==> src/rtl/elevator_scan_controller_if.sv <==
`default_nettype none
// ============================================================================
// Module   : elevator_scan_controller_if
// Brief    : Request/status bundle between request_handler side and car FSM.
// Revision : 1.0
// ============================================================================
interface elevator_scan_controller_if #(
  parameter int NUM_FLOORS  = 10,
  parameter int FLOOR_WIDTH = 4
);
  logic [NUM_FLOORS-1:0]  i_floor_requests;
  logic                   i_hold;
  logic [FLOOR_WIDTH-1:0] o_current_floor;
  logic                   o_clear_current_request;
  logic                   o_door_open;
  logic                   o_moving_up;
  logic                   o_moving_down;
  logic                   o_dir_up;

  modport master (
    output i_floor_requests,
    output i_hold,
    input  o_current_floor,
    input  o_clear_current_request,
    input  o_door_open,
    input  o_moving_up,
    input  o_moving_down,
    input  o_dir_up
  );

  modport slave (
    input  i_floor_requests,
    input  i_hold,
    output o_current_floor,
    output o_clear_current_request,
    output o_door_open,
    output o_moving_up,
    output o_moving_down,
    output o_dir_up
  );
endinterface
`default_nettype wire

==> src/rtl/elevator_scan_controller.sv <==
`default_nettype none
// ============================================================================
// Module   : elevator_scan_controller
// Brief    : SCAN-policy motion/door sequencer with cycle-counted travel/dwell.
// Revision : 1.0
// ============================================================================
module elevator_scan_controller #(
  parameter int NUM_FLOORS    = 10,
  parameter int FLOOR_WIDTH   = 4,
  parameter int TRAVEL_CYCLES = 4,
  parameter int DOOR_CYCLES   = 6
) (
  input  wire                         clk,
  input  wire                         reset,
  elevator_scan_controller_if.slave   bus
);

  localparam int TRAVEL_W = $clog2(TRAVEL_CYCLES + 1);
  localparam int DOOR_W   = $clog2(DOOR_CYCLES + 1);

  localparam logic [TRAVEL_W-1:0]    c_travel_last = TRAVEL_W'(TRAVEL_CYCLES - 1);
  localparam logic [DOOR_W-1:0]      c_door_last   = DOOR_W'(DOOR_CYCLES - 1);
  localparam logic [FLOOR_WIDTH-1:0] c_top_floor   = FLOOR_WIDTH'(NUM_FLOORS - 1);

  typedef enum logic [1:0] {
    S_IDLE      = 2'd0,
    S_MOVE_UP   = 2'd1,
    S_MOVE_DOWN = 2'd2,
    S_DOOR_OPEN = 2'd3
  } state_t;

  state_t                 r_state;
  logic [FLOOR_WIDTH-1:0] r_floor;
  logic                   r_dir_up;
  logic [TRAVEL_W-1:0]    r_travel_cnt;
  logic [DOOR_W-1:0]      r_door_cnt;
  logic                   r_clear;
  logic                   r_door_open;
  logic                   r_moving_up;
  logic                   r_moving_down;

  state_t                 w_state_nx;
  logic [FLOOR_WIDTH-1:0] w_floor_nx;
  logic                   w_dir_up_nx;
  logic [TRAVEL_W-1:0]    w_travel_nx;
  logic [DOOR_W-1:0]      w_door_nx;
  logic                   w_clear_nx;

  logic [NUM_FLOORS-1:0]  w_req;
  logic                   w_hold;
  logic [FLOOR_WIDTH-1:0] w_floor_up;
  logic [FLOOR_WIDTH-1:0] w_floor_dn;
  logic [2:0]             w_flags_cur;
  logic [2:0]             w_flags_up;
  logic [2:0]             w_flags_dn;

  // Returns {any below, at floor, any above} for the given floor index.
  function automatic logic [2:0] scan_flags(
    input logic [NUM_FLOORS-1:0]  req,
    input logic [FLOOR_WIDTH-1:0] fl
  );
    logic below;
    logic here;
    logic above;
    below = 1'b0;
    here  = 1'b0;
    above = 1'b0;
    for (int i = 0; i < NUM_FLOORS; i++) begin
      if (FLOOR_WIDTH'(i) < fl) begin
        below = below | req[i];
      end else if (FLOOR_WIDTH'(i) == fl) begin
        here = here | req[i];
      end else begin
        above = above | req[i];
      end
    end
    return {below, here, above};
  endfunction

  assign w_req       = bus.i_floor_requests;
  assign w_hold      = bus.i_hold;
  assign w_floor_up  = r_floor + FLOOR_WIDTH'(1);
  assign w_floor_dn  = r_floor - FLOOR_WIDTH'(1);
  assign w_flags_cur = scan_flags(w_req, r_floor);
  assign w_flags_up  = scan_flags(w_req, w_floor_up);
  assign w_flags_dn  = scan_flags(w_req, w_floor_dn);

  always_comb begin
    w_state_nx  = r_state;
    w_floor_nx  = r_floor;
    w_dir_up_nx = r_dir_up;
    w_travel_nx = r_travel_cnt;
    w_door_nx   = r_door_cnt;
    w_clear_nx  = 1'b0;

    case (r_state)
      S_IDLE: begin
        w_travel_nx = '0;
        w_door_nx   = '0;
        if (w_flags_cur[1]) begin
          w_state_nx = S_DOOR_OPEN;
          w_clear_nx = 1'b1;
        end else if ((r_dir_up && w_flags_cur[0]) || (!w_flags_cur[2] && w_flags_cur[0])) begin
          w_state_nx  = S_MOVE_UP;
          w_dir_up_nx = 1'b1;
        end else if (w_flags_cur[2]) begin
          w_state_nx  = S_MOVE_DOWN;
          w_dir_up_nx = 1'b0;
        end
      end

      S_MOVE_UP: begin
        if (r_floor == c_top_floor) begin
          w_state_nx  = S_IDLE;
          w_travel_nx = '0;
        end else if (!w_hold) begin
          if (r_travel_cnt == c_travel_last) begin
            w_floor_nx  = w_floor_up;
            w_travel_nx = '0;
            // Arrival decision is made against the floor being stepped onto.
            if (w_flags_up[1]) begin
              w_state_nx = S_DOOR_OPEN;
              w_clear_nx = 1'b1;
            end else if (!w_flags_up[0]) begin
              w_state_nx = S_IDLE;
            end
          end else begin
            w_travel_nx = r_travel_cnt + TRAVEL_W'(1);
          end
        end
      end

      S_MOVE_DOWN: begin
        if (r_floor == '0) begin
          w_state_nx  = S_IDLE;
          w_travel_nx = '0;
        end else if (!w_hold) begin
          if (r_travel_cnt == c_travel_last) begin
            w_floor_nx  = w_floor_dn;
            w_travel_nx = '0;
            if (w_flags_dn[1]) begin
              w_state_nx = S_DOOR_OPEN;
              w_clear_nx = 1'b1;
            end else if (!w_flags_dn[2]) begin
              w_state_nx = S_IDLE;
            end
          end else begin
            w_travel_nx = r_travel_cnt + TRAVEL_W'(1);
          end
        end
      end

      S_DOOR_OPEN: begin
        // On door_cnt 0 the request bit is still the one just cleared.
        if ((r_door_cnt != '0) && w_flags_cur[1]) begin
          w_clear_nx = 1'b1;
          w_door_nx  = '0;
        end else if (!w_hold) begin
          if (r_door_cnt == c_door_last) begin
            w_state_nx = S_IDLE;
            w_door_nx  = '0;
          end else begin
            w_door_nx = r_door_cnt + DOOR_W'(1);
          end
        end
      end

      default: begin
        w_state_nx = S_IDLE;
      end
    endcase
  end

  always_ff @(posedge clk or negedge reset) begin
    if (!reset) begin
      r_state       <= S_IDLE;
      r_floor       <= '0;
      r_dir_up      <= 1'b1;
      r_travel_cnt  <= '0;
      r_door_cnt    <= '0;
      r_clear       <= 1'b0;
      r_door_open   <= 1'b0;
      r_moving_up   <= 1'b0;
      r_moving_down <= 1'b0;
    end else begin
      r_state       <= w_state_nx;
      r_floor       <= w_floor_nx;
      r_dir_up      <= w_dir_up_nx;
      r_travel_cnt  <= w_travel_nx;
      r_door_cnt    <= w_door_nx;
      r_clear       <= w_clear_nx;
      r_door_open   <= (w_state_nx == S_DOOR_OPEN);
      r_moving_up   <= (w_state_nx == S_MOVE_UP);
      r_moving_down <= (w_state_nx == S_MOVE_DOWN);
    end
  end

  assign bus.o_current_floor         = r_floor;
  assign bus.o_clear_current_request = r_clear;
  assign bus.o_door_open             = r_door_open;
  assign bus.o_moving_up             = r_moving_up;
  assign bus.o_moving_down           = r_moving_down;
  assign bus.o_dir_up                = r_dir_up;

endmodule
`default_nettype wire

==> src/flat_wrapper.sv <==
// flat-port wrapper written by rule: the top's interface ports become plain ports
module elevator_scan_controller_flat 
#(
  parameter int NUM_FLOORS    = 10,
  parameter int FLOOR_WIDTH   = 4,
  parameter int TRAVEL_CYCLES = 4,
  parameter int DOOR_CYCLES   = 6
)
  (clk, reset, bus_i_floor_requests, bus_i_hold, bus_o_current_floor, bus_o_clear_current_request, bus_o_door_open, bus_o_moving_up, bus_o_moving_down, bus_o_dir_up);
  elevator_scan_controller_if #(.NUM_FLOORS(NUM_FLOORS), .FLOOR_WIDTH(FLOOR_WIDTH)) bus_i ();
  input  wire clk;
  input  wire reset;
  input wire logic [$bits(bus_i.i_floor_requests)-1:0] bus_i_floor_requests;
  input wire logic [$bits(bus_i.i_hold)-1:0] bus_i_hold;
  output wire logic [$bits(bus_i.o_current_floor)-1:0] bus_o_current_floor;
  output wire logic [$bits(bus_i.o_clear_current_request)-1:0] bus_o_clear_current_request;
  output wire logic [$bits(bus_i.o_door_open)-1:0] bus_o_door_open;
  output wire logic [$bits(bus_i.o_moving_up)-1:0] bus_o_moving_up;
  output wire logic [$bits(bus_i.o_moving_down)-1:0] bus_o_moving_down;
  output wire logic [$bits(bus_i.o_dir_up)-1:0] bus_o_dir_up;
  assign bus_i.i_floor_requests = bus_i_floor_requests;
  assign bus_i.i_hold = bus_i_hold;
  assign bus_o_current_floor = bus_i.o_current_floor;
  assign bus_o_clear_current_request = bus_i.o_clear_current_request;
  assign bus_o_door_open = bus_i.o_door_open;
  assign bus_o_moving_up = bus_i.o_moving_up;
  assign bus_o_moving_down = bus_i.o_moving_down;
  assign bus_o_dir_up = bus_i.o_dir_up;
  elevator_scan_controller #(.NUM_FLOORS(NUM_FLOORS), .FLOOR_WIDTH(FLOOR_WIDTH), .TRAVEL_CYCLES(TRAVEL_CYCLES), .DOOR_CYCLES(DOOR_CYCLES)) u_core (.clk(clk), .reset(reset), .bus(bus_i));
endmodule
==> config.mk <==
export PLATFORM = sky130hd
export DESIGN_NAME = elevator_scan_controller_flat
export DESIGN_NICKNAME = d
export VERILOG_FILES = /design/src/rtl/elevator_scan_controller_if.sv /design/src/rtl/elevator_scan_controller.sv /design/src/flat_wrapper.sv
export SDC_FILE = /design/constraint.sdc
export NUM_CORES = 1
export LEC_CHECK = 0
export CELL_PAD_IN_SITES_DETAIL_PLACEMENT = 0
export CELL_PAD_IN_SITES_GLOBAL_PLACEMENT = 1
export CORE_MARGIN = 5
export CORE_UTILIZATION = 45
export DETAILED_ROUTE_END_ITERATION = 12
export GPL_TIMING_DRIVEN = 0
export PLACE_DENSITY = 0.95
export RECOVER_POWER = 50
export SLEW_MARGIN = 40
export SYNTH_ARGS = -nofsm -noshare
export SYNTH_HDL_FRONTEND = slang
export SYNTH_SLANG_ARGS = --single-unit
==> constraint.sdc <==
create_clock -name clk -period 6.3 [get_ports clk]
set_clock_uncertainty 0.2 [all_clocks]
set_input_delay 1.26 -clock clk [delete_from_list [all_inputs] [get_ports clk]]
set_output_delay 1.26 -clock clk [all_outputs]
set_load 0.01 [all_outputs]
==> impl_results.md <==
* Area Overhead vs Synth at 12.5%
* N_diodes at 0
* Multiplexer area fraction after synthesis at approximately 3.1%
* Post-DP HPWL at roughly 4.7 mm
* Top post-synthesis cells by area: dfrtp_1, ha_1, o21ai_0, a21oi_1, nand2_1
* Fin crit share at 62.1%
* Drt drc at 0
* Post-Syn Instances at 278
* PD cells at 444 mW/mm²
* ANT nets after route at 0
* Final #Nets at 325
* Grt met1 use at between 20 and 30%
* TritonCTS clock tree: yes
* Synth cell types at between 50 and 60
* Post-Syn Area per Cell at 7.45 µm²
* Hold Path Origin: u_core.r_travel_cnt[2]$_DFFE_PN0P_
* Critical path class: reg2reg
* Area after DPL at 0.00229 mm²
* Fmax at 0.256 GHz
* Slowest CP cell: dfrtp_1
* Setup TNS at 0 ns
* GRT overflow at 0
* Vias after detailed routing at between 2,000 and 2,500
* Most used cell, CP: buf_2
* Clk pin slew, worst setup/hold paths at 0.06 ns
* Fin crit period at 3.91 ns
* Crit path required time at 6.25 ns
* WL/cell at ~18 µm
* Ys async rst share at 100%
* FF-to-FF End: u_core.bus.o_door_open$_DFF_PN0_
* Synth warn at 0
* CTS max path bufs at 2
* CP arrival at 3.86 ns
* Met3 usage at 4.51%
* Endpoints failing hold at 0
* # IOs at 22
* Max VDD drop at about 0.24 mV
* Post-synthesis adder-cell area fraction at 7.85%
* R2r startpoint: u_core.bus.o_current_floor[0]$_DFFE_PN0P_
* Area share of xor/xnor cells in the synthesized design at under 10%
* Hold path depth at 2
* GRT Resource Usage Total at 20.3%
* Worst min path class: reg2reg
* Slew HR at 41.4%
* Worst path top cell family by delay: compound AO/OA/AOI/OAI gates
* Most used routing layer: met2
* Clk_lat worst skew at 0.25 ns
* # hold bufs at CTS at 0
* Leakage at just over 0.9 nW
* Yosys top cell by area: dfrtp_1
* Routed wire length at between 6 and 7 mm
* Final Setup Violations at 0
* Status: completed
* Die height at just under 80 µm
* Ratio of cells with drive above 1 in the final layout at 7.05%
* Sequential share of the synthesized area at just over 20%
* Die width at between 70 and 80 µm
* Worst R2R Setup Slack at 2.39 ns
* Port bufs at 15
* CTS root buffer: clkbuf_8
* RSZ-0062 raised after global routing: no
* Layout Cells excl Fill at 350
* Hold Path End: u_core.r_travel_cnt[2]$_DFFE_PN0P_
* CORE AREA at 0.00441 mm²
* Simple-gate share of the synthesized area at 22.5%
* Total number of H-tree levels at 1
* Startpoint Class: flip-flop
* Total CTS buffers at 3
* Final Max Slew Viols at 0
* MaxCap Viol Count at 0
* Mapped cell area at 0.00207 mm²
* GR Util met2 at 29.9%
* Worst-path maximum fanout at 10
* Design area at 0.00233 mm²
* Post-synth EDFFs at 0
* DR vias/cell at approximately 6.4
* 1st-iter DRT viols at 238
* CTS resizes at 0
* Crit. End Element: flip-flop
* Reg2Reg Depth at 13
* Syn Nets at just over 300
* Initial Util at ~47%
* Worst slew pin tran at 0.879 ns
* Max stage delay on crit path at 0.49 ns
* Commonest non-fill, non-tap cell in the layout: nand2_1
* Multi-input gate area at 0.00148 mm²
* Largest family of logic cells by synthesized area: compound AO/OA/AOI/OAI gates
* Share of the synthesized area in the top cell type at 19.3%
* Num Clock Sinks at 17
* TritonRoute pass-1 iters at 5
* First-pass GRT wire length at 10.2 mm
* FF/Latch Area at 427 µm²
* Inst Count DP at roughly 350
* CP bufs+invs at 4
* GP Congestion at roughly 0.97
* Die Footprint at 0.00606 mm²
* Largest net degree at the start of global routing at 18
* Post-synthesis compound-gate area fraction at 34.9%
* Postcts setup bufs at 0
* Crit-path cells: buf_2, buf_2, inv_1, ha_1, buf_2, nor2_1, a222oi_1, o221ai_1, a222oi_1, o21ai_1, a211oi_2, a2bb2oi_1, and2_1
* Fill cells at 458
* Most frequent cells in the layout: nand2_1, o21ai_0, a21oi_1
* Vias in the first global route at 1,999
* Tot Pwr at approximately 1.0 mW
* FF+latch count, synth at 17
* Synth Flop Type: dfrtp_1
* Initial antenna violation count at 0
* Site row count at 24
==> registers in the layout, summed over array words and instances, names as in the netlist <==
name and cells:
u_core.bus.o_clear_current_request 1, u_core.bus.o_current_floor 4, u_core.bus.o_dir_up 1, u_core.bus.o_door_open 1
u_core.bus.o_moving_down 1, u_core.bus.o_moving_up 1, u_core.r_door_cnt 3, u_core.r_state 2
u_core.r_travel_cnt 3
==> cells by family after synthesis <==
kind of cell,Yosys count
AO/OA/AOI/OAI,104
adder cells (fa/ha/maj),13
buffers and inverters,37
flip-flops,17
multiplexers,6
XOR/XNOR,8
AND/OR/NAND/NOR,93
==> through the flow <==
step | setup slack [ns] | util, % | hold slack (ns)
after floorplan | 3.07 | - | 0.284
after global placement | 2.29 | 51.8 | 0.303
after detailed placement | 2.29 | 51.8 | 0.304
after CTS | 2.43 | 52.8 | 0.315
after global routing | 2.20 | 52.8 | 0.344
final | 2.39 | 52.8 | 0.312
==> cell usage after synthesis (2+ instances only) <==
library cell and instances:
a2111oi_0 2, a21o_1 3, a21oi_1 19, a221o_1 3, a221oi_1 5, a222oi_1 2
a22o_1 2, a22oi_1 7, a2bb2oi_1 4, a311oi_1 2, a31oi_1 4, and2_1 3
and3_1 2, buf_2 8, clkbuf_1 15, dfrtp_1 16, ha_1 13, inv_1 12
mux2_2 2, mux2i_1 3, nand2_1 24, nand2b_1 10, nand3_1 8, nand3b_1 3
nor2_1 18, nor2b_1 8, nor3_1 9, nor4_1 4, o211ai_1 2, o21a_1 4
o21ai_0 22, o21ai_1 3, o221ai_1 2, o311ai_0 2, o31ai_1 3, xnor2_1 5
xor2_1 3
==> worst max-delay path by stage <==
stage                                                   to  slack [ns]  cells past startpoint                                 startpoint
after detailed placement  u_core.bus.o_door_open$_DFF_PN0_        2.29                     10                    bus_i_floor_requests[5]
after global placement    u_core.r_door_cnt[1]$_DFFE_PN0P_        2.29                      9                    bus_i_floor_requests[5]
after global routing      u_core.bus.o_door_open$_DFF_PN0_        2.20                     13  u_core.bus.o_current_floor[0]$_DFFE_PN0P_
after floorplan           u_core.bus.o_door_open$_DFF_PN0_        3.07                     10                                 bus_i_hold
after CTS                 u_core.bus.o_door_open$_DFF_PN0_        2.43                     13  u_core.bus.o_current_floor[0]$_DFFE_PN0P_
final                     u_core.bus.o_door_open$_DFF_PN0_        2.39                     13  u_core.bus.o_current_floor[0]$_DFFE_PN0P_
==> worst min-delay path, stage by stage, from the launching register on <==
cell and delay (ns):
dfrtp_1 0.37, o21ai_0 0.07, nor2_1 0.04
==> area by class of cell <==
cell class,instances,area share (%)
multi-input cells,224,63.7
flip-flops and latches,17,18.3
repair buffers,16,6.39
plain buffers,25,4.94
well taps,52,2.79
clock buffers,4,1.93
inverters,12,1.93
==> layer usage <==
metal / share of wire, % / vias to the layer above / routed length [µm]
met3: 7.2 / 13 / 454
met4: 1.8 / 0 / 112
met5: 0 / - / 0
met2: 46 / 97 / 2910
met1: 45 / 1060 / 2850
li1: - / 1074 / -
==> report_power, final <==
| part | leakage, nW | switching, mW | internal, mW |
|---|---|---|---|
| Sequential | 0.214 | 0.0434 | 0.144 |
| Clock | 0.0228 | 0.0363 | 0.0449 |
| Combinational | 0.681 | 0.469 | 0.297 |
| Total | 0.918 | 0.549 | 0.487 |
No activity file was read; power rests on OpenSTA's default activity.
